## src/rtl/up_counter_sync_if.sv

```systemverilog
// up_counter_sync_if: control inputs and count/status outputs of the up counter.
interface up_counter_sync_if #(parameter int WIDTH = 4);
    logic             en;
    logic             clr;
    logic             load;
    logic [WIDTH-1:0] load_val;
    logic [WIDTH-1:0] max_val;
    logic [WIDTH-1:0] out;
    logic             tc;
    logic             ovf;
    logic             busy;
    modport master(output en, clr, load, load_val, max_val, input out, tc, ovf, busy);
    modport slave(input en, clr, load, load_val, max_val, output out, tc, ovf, busy);
endinterface

```

## src/rtl/up_counter_sync.sv

```systemverilog
// up_counter_sync: synchronous modulus up counter with clear/load, terminal pulse,
// sticky overflow and optional one-shot stop at the terminal value.
module up_counter_sync #(
    parameter int WIDTH   = 4,
    parameter bit ONESHOT = 1'b0
) (
    input logic clk,
    input logic reset,
    up_counter_sync_if.slave bus
);
    typedef enum logic [1:0] {IDLE, RUN, DONE} state_t;
    state_t state;
    logic at_max, near_max;
    always_comb begin
        at_max   = bus.out >= bus.max_val;
        near_max = WIDTH'(bus.out + 1'b1) == bus.max_val;
    end
    always_ff @(posedge clk or posedge reset) begin
        if (reset) begin
            state    <= IDLE;
            bus.out  <= '0;
            bus.tc   <= 1'b0;
            bus.ovf  <= 1'b0;
            bus.busy <= 1'b0;
        end else begin
            bus.tc <= 1'b0;
            if (bus.clr) begin
                state    <= IDLE;
                bus.out  <= '0;
                bus.ovf  <= 1'b0;
                bus.busy <= 1'b0;
            end else if (bus.load) begin
                state    <= IDLE;
                bus.out  <= bus.load_val;
                bus.ovf  <= 1'b0;
                bus.busy <= 1'b0;
            end else if (state == DONE) begin
                bus.busy <= 1'b0;
            end else if (!bus.en) begin
                state    <= IDLE;
                bus.busy <= 1'b0;
            end else if (ONESHOT && (at_max || near_max)) begin
                // an out-of-range count stops where it is rather than snapping to max_val
                if (!at_max) bus.out <= bus.max_val;
                bus.tc   <= 1'b1;
                state    <= DONE;
                bus.busy <= 1'b0;
            end else if (at_max) begin
                bus.out  <= '0;
                bus.tc   <= 1'b1;
                bus.ovf  <= 1'b1;
                state    <= RUN;
                bus.busy <= 1'b1;
            end else begin
                bus.out  <= bus.out + 1'b1;
                state    <= RUN;
                bus.busy <= 1'b1;
            end
        end
    end
endmodule

```

## src/flat_wrapper.sv

```systemverilog
// flat-port wrapper written by rule: the top's interface ports become plain ports
module up_counter_sync_flat 
#(
    parameter int WIDTH   = 4,
    parameter bit ONESHOT = 1'b0
)
  (clk, reset, bus_en, bus_clr, bus_load, bus_load_val, bus_max_val, bus_out, bus_tc, bus_ovf, bus_busy);
  up_counter_sync_if #(.WIDTH(WIDTH)) bus_i ();
  input logic clk;
  input logic reset;
  input wire logic [$bits(bus_i.en)-1:0] bus_en;
  input wire logic [$bits(bus_i.clr)-1:0] bus_clr;
  input wire logic [$bits(bus_i.load)-1:0] bus_load;
  input wire logic [$bits(bus_i.load_val)-1:0] bus_load_val;
  input wire logic [$bits(bus_i.max_val)-1:0] bus_max_val;
  output wire logic [$bits(bus_i.out)-1:0] bus_out;
  output wire logic [$bits(bus_i.tc)-1:0] bus_tc;
  output wire logic [$bits(bus_i.ovf)-1:0] bus_ovf;
  output wire logic [$bits(bus_i.busy)-1:0] bus_busy;
  assign bus_i.en = bus_en;
  assign bus_i.clr = bus_clr;
  assign bus_i.load = bus_load;
  assign bus_i.load_val = bus_load_val;
  assign bus_i.max_val = bus_max_val;
  assign bus_out = bus_i.out;
  assign bus_tc = bus_i.tc;
  assign bus_ovf = bus_i.ovf;
  assign bus_busy = bus_i.busy;
  up_counter_sync #(.WIDTH(WIDTH), .ONESHOT(ONESHOT)) u_core (.clk(clk), .reset(reset), .bus(bus_i));
endmodule
```

## config.mk

```make
export PLATFORM = sky130hd
export DESIGN_NAME = up_counter_sync_flat
export DESIGN_NICKNAME = d
export VERILOG_FILES = /design/src/rtl/up_counter_sync_if.sv /design/src/rtl/up_counter_sync.sv /design/src/flat_wrapper.sv
export SDC_FILE = /design/constraint.sdc
export NUM_CORES = 1
export LEC_CHECK = 0
export CORE_AREA = 2 2 39 41
export DETAILED_ROUTE_END_ITERATION = 8
export DIE_AREA = 0 0 41 43
export PLACE_DENSITY = 0.67
export SYNTH_ARGS = -nofsm -noshare
export SYNTH_HDL_FRONTEND = slang
export SYNTH_SLANG_ARGS = --single-unit
```

## constraint.sdc

```tcl
create_clock -name clk -period 2 [get_ports clk]
set_input_delay 0.6 -clock clk [delete_from_list [all_inputs] [get_ports clk]]
set_output_delay 0.6 -clock clk [all_outputs]
set_load 0.03 [all_outputs]
```

**Word level (Yosys, flattened, before mapping)**

Cells that the tools add are included.

- $add $sub $neg: 1
- $lt $le $gt $ge: 1
- Equality and inequality tests: 2
- Mux-type cells: 23
- Reduce and logical (&&, ||, !) cells: 4

Operators with widths:

| operator | number |
|---|---|
| $mux 4 | 5 |
| $mux 1 | 15 |
| $mux 2 | 3 |
| $reduce_bool 3->1 | 2 |
| $add 4x1->4 const B | 1 |
| $ge 4x4->1 | 1 |
| $ne 3x3->1 const B | 1 |
| $reduce_and 3->1 | 1 |
| $eq 2x2->1 const B | 1 |
| $reduce_and 2->1 | 1 |

- Register bits after elaboration: 9
- Input bits: 13

**Logic depth before layout (Yosys ltp)**

- Depth after elaboration: 6
- Depth in mapped cells: 6
- Mapped depth without buffers: 6

**Worst setup path before layout**

No wires, ideal clock.

- Path type: input to register
- Start point: in bus_max_val[2]
- End point: reg u_core.bus.out[2]
- Library setup time: 101 ps
- Data arrival time: 1437 ps
- Slack: 463 ps
- Stages on the path: 6
- Buffers on the path: 0
- Path through: inv_1 > ha_1 > o21a_1 > nor2_2 > a21oi_2 > o32ai_1

- Word-level cells in the longest chain between the ends: 6

RTL lines:

| item | RTL line | text |
|---|---|---|
| start: declaration | flat_wrapper.sv:15 | `input wire logic [$bits(bus_i.max_val)-1:0] bus_max_val;` |
| $ge 4x4->1 | up_counter_sync.sv:15 | `at_max = bus.out >= bus.max_val;` |
| $mux 4 | up_counter_sync.sv:48 | `end else if (at_max) begin` |
| $mux 4 | up_counter_sync.sv:39 | `end else if (!bus.en) begin` |
| $mux 4 | up_counter_sync.sv:37 | `end else if (state == DONE) begin` |
| $mux 4 | up_counter_sync.sv:32 | `end else if (bus.load) begin` |
| $mux 4 | up_counter_sync.sv:27 | `if (bus.clr) begin` |
| end signal: assignment | up_counter_sync.sv:34 | `bus.out <= bus.load_val;` |
| end signal: assignment | up_counter_sync.sv:44 | `if (!at_max) bus.out <= bus.max_val;` |
| end signal: assignment | up_counter_sync.sv:55 | `bus.out <= bus.out + 1'b1;` |
| end: declaration | up_counter_sync_if.sv:13 | `modport slave(input en, clr, load, load_val, max_val, output out, tc, ovf, busy);` |

Every way passes these cells. The select of a mux whose other input is x is not followed.
A chain may end at the register's enable or synchronous reset.

**Worst setup path in the final report**

- Start point: reg u_core.bus.out[3]
- End point: out bus_out[3]

RTL lines:

| item | RTL line | text |
|---|---|---|
| end: declaration | flat_wrapper.sv:16 | `output wire logic [$bits(bus_i.out)-1:0] bus_out;` |

No word-level cell between the ends.

==> results_dict.tcl <==
set metrics [dict create \
    outcome "complete, no violations" \
    final_cell_mix "17 x clkdlybuf4s50_1, 7 x inv_1, 7 x dfrtp_1" \
    holdCritPathClass "reg2reg" \
    maxCapViolations 0 \
    rsz0062_at_grt "no" \
    layout.nets 91 \
    dp_slack_ns -0.0739 \
    cts_num_sinks 7 \
    numCtsBuffers 3 \
    wl_per_cell_um 11.4 \
    irDropWorstVdd_mv 0.266 \
    drc 0 \
    fin_skew_ns 0.000662 \
    synth_top_area_share_pct 39.0 \
    ctsHtreeMaxLevel 1 \
    postSynthCellCount 48 \
    syn-num-nets 66 \
    multi_input_area_um2 233 \
    crit_path_end_kind "output pin" \
    tightest_slew_ns 0.322 \
    cp_slowest_cell "clkdlybuf4s50_1" \
    postRouteAntennaNets 0 \
    clock_path_buffers 2 \
    p_leak_nw 0.347 \
    yosysTopAreaCell "dfrtp_1" \
    coreArea_mm2 0.00138 \
    synth_top_cells_by_area "dfrtp_1 39%, ha_1 14%, inv_1 5.8%" \
    syn-cell-area_um2 449 \
    critPathMaxFanout 4 \
    antenna_found_initial 0 \
    postCtsSetupBuffers 0 \
    io_pins 20 \
    fmax_ghz 0.515 \
    start_util_pct 32.5 \
    first_pass_iters 4 \
    cp.arrival_ns 1.34 \
    critical_path_class "reg2out" \
    fin_util_pct 50.2 \
    grt_max_degree 8 \
    path_cells "clkdlybuf4s50_1" \
    final_common_cell "clkdlybuf4s50_1" \
    rows 14 \
    grt_pass1_wl_um 1680 \
    critPathBufInv 1 \
    setup_viol 0 \
    max_stage_delay_ns 0.69 \
    start_kind "flop" \
    die_w_um 41 \
    syn_avg_cell_area_um2 9.36 \
    grt_util_all_layers_pct 13.9 \
    fillers 133 \
    routed_via_density 4.74 \
    finalCriticalPeriod_ns 1.94 \
    synth-seq-cells 7 \
    cp_top_family "buffers and inverters" \
    grt_pass1_vias 379 \
    fin_crit_sh_pct 97.1 \
    setup_ws_ns 0.0583 \
    area_growth_pct 54.6 \
    vias 417 \
    final-max-slew-violation-count 0 \
    gr-total-overflow 0 \
    relSlewSlack_pct 78.5 \
    io_buffer_count 19 \
    drt-total-wl_um 1000 \
    hold_violations 0 \
    seq_area_frac_synth_pct 39.0 \
    die_h_um 43 \
    seqCellArea_um2 175 \
    clk_latency_ns 0.25 \
    clk_pin_slew_ns 0.06 \
    first_iter_violations 11 \
    die_area_mm2 0.00176 \
    ys_warn_count 0 \
    ys_types 23 \
    diodes 0 \
    cts_root_buf "clkbuf_4" \
    gp_congestion 0.841 \
    cts_tree "done" \
    powerDensity_mw_per_mm2 584 \
    critPathRequiredTime_ns 1.40 \
    drive_gt1_share_pct 15.3 \
    hpwl_um 756 \
]
==> timing repair <==
action,in CTS,in global routing
setup endpoints to repair,0,2
hold buffers,0,0
resized for setup,0,2
endpoints found under the hold margin,0,0
==> synth_stat cells (all sizes together) <==
cell and count:
a22oi 1, nor3b 2, o22ai 1, xor2 1, and2 1, buf 1, inv 8, nor3 1
o32ai 2, dfrtp 7, a21oi 4, o21a 1, nor2 4, a22o 1, o21ai 3, ha 5
nand3 2, xnor2 1, nand2 2
==> through the flow <==
step | area [um^2] | power [mW] | cells | hold slack [ns] | TNS (ns)
CTS | 689 | 0.413 | 88 | 0.538 | 0
finish | 694 | 0.405 | 88 | 0.544 | 0
detailed placement | 663 | 0.278 | 84 | 0.520 | -0.233
global placement | 663 | 0.276 | 84 | 0.508 | -0.127
global route | 694 | 0.433 | 88 | 0.564 | 0
floorplan | 449 | 0.224 | 48 | 0.403 | 0
==> registers in the layout, indices dropped and copies added, names as in the netlist <==
signal and flops:
u_core.bus.tc 1, u_core.bus.ovf 1, u_core.bus.busy 1, u_core.bus.out 4
==> final timing paths <==
path	cells past startpoint	endpoint	slack, ns	from
min in group asynchronous	2	u_core.bus.busy	0.59	reset
worst min register to register	1	u_core.bus.ovf	0.54	u_core.bus.ovf
max in group asynchronous	2	u_core.bus.out[0]	1.19	reset
worst max-delay path	1	bus_out[3]	0.06	u_core.bus.out[3]
worst max register to register	5	u_core.bus.out[2]	0.55	u_core.bus.out[2]
worst min-delay path	1	u_core.bus.ovf	0.54	u_core.bus.ovf
==> power by group <==
group | internal (mW) | leakage (nW) | total (mW) | switching, mW
logic | 0.0580 | 0.239 | 0.115 | 0.0573
registers | 0.150 | 0.0937 | 0.159 | 0.00923
clock network | 0.0763 | 0.0150 | 0.131 | 0.0546
total | 0.284 | 0.347 | 0.405 | 0.121
==> cells by family (layout without fill, tap and decap cells) <==
| family | count (synthesis) | after routing | synth area share (%) |
|---|---|---|---|
| DFF | 7 | 7 | 39.0 |
| AOI/OAI and AO/OA | 13 | 13 | 19.5 |
| adders and majority gates | 5 | 5 | 13.9 |
| buffers and inverters | 9 | 33 | 9.19 |
| xor gates and xnor gates | 2 | 2 | 3.90 |
| and+or+nand+nor | 12 | 12 | 14.5 |
==> layer usage <==
| layer | up-vias | GRT usage (%) | wire [um] |
|---|---|---|---|
| met5 | - | 0 | 0 |
| met4 | 0 | 8.00 | 0 |
| met3 | 0 | 1.57 | 78 |
| met2 | 18 | 20.9 | 494 |
| met1 | 184 | 18.4 | 429 |
| li1 | 215 | - | - |
==> cell type report <==
class                           count  area share (%)
Multi-Input combinational cell     32            33.5
Timing Repair Buffer               21            30.3
Sequential cell                     7            25.2
Inverter                            8            4.32
Clock buffer                        4            3.78
Tap cell                           16            2.88
No activity file was read; power rests on OpenSTA's default activity.
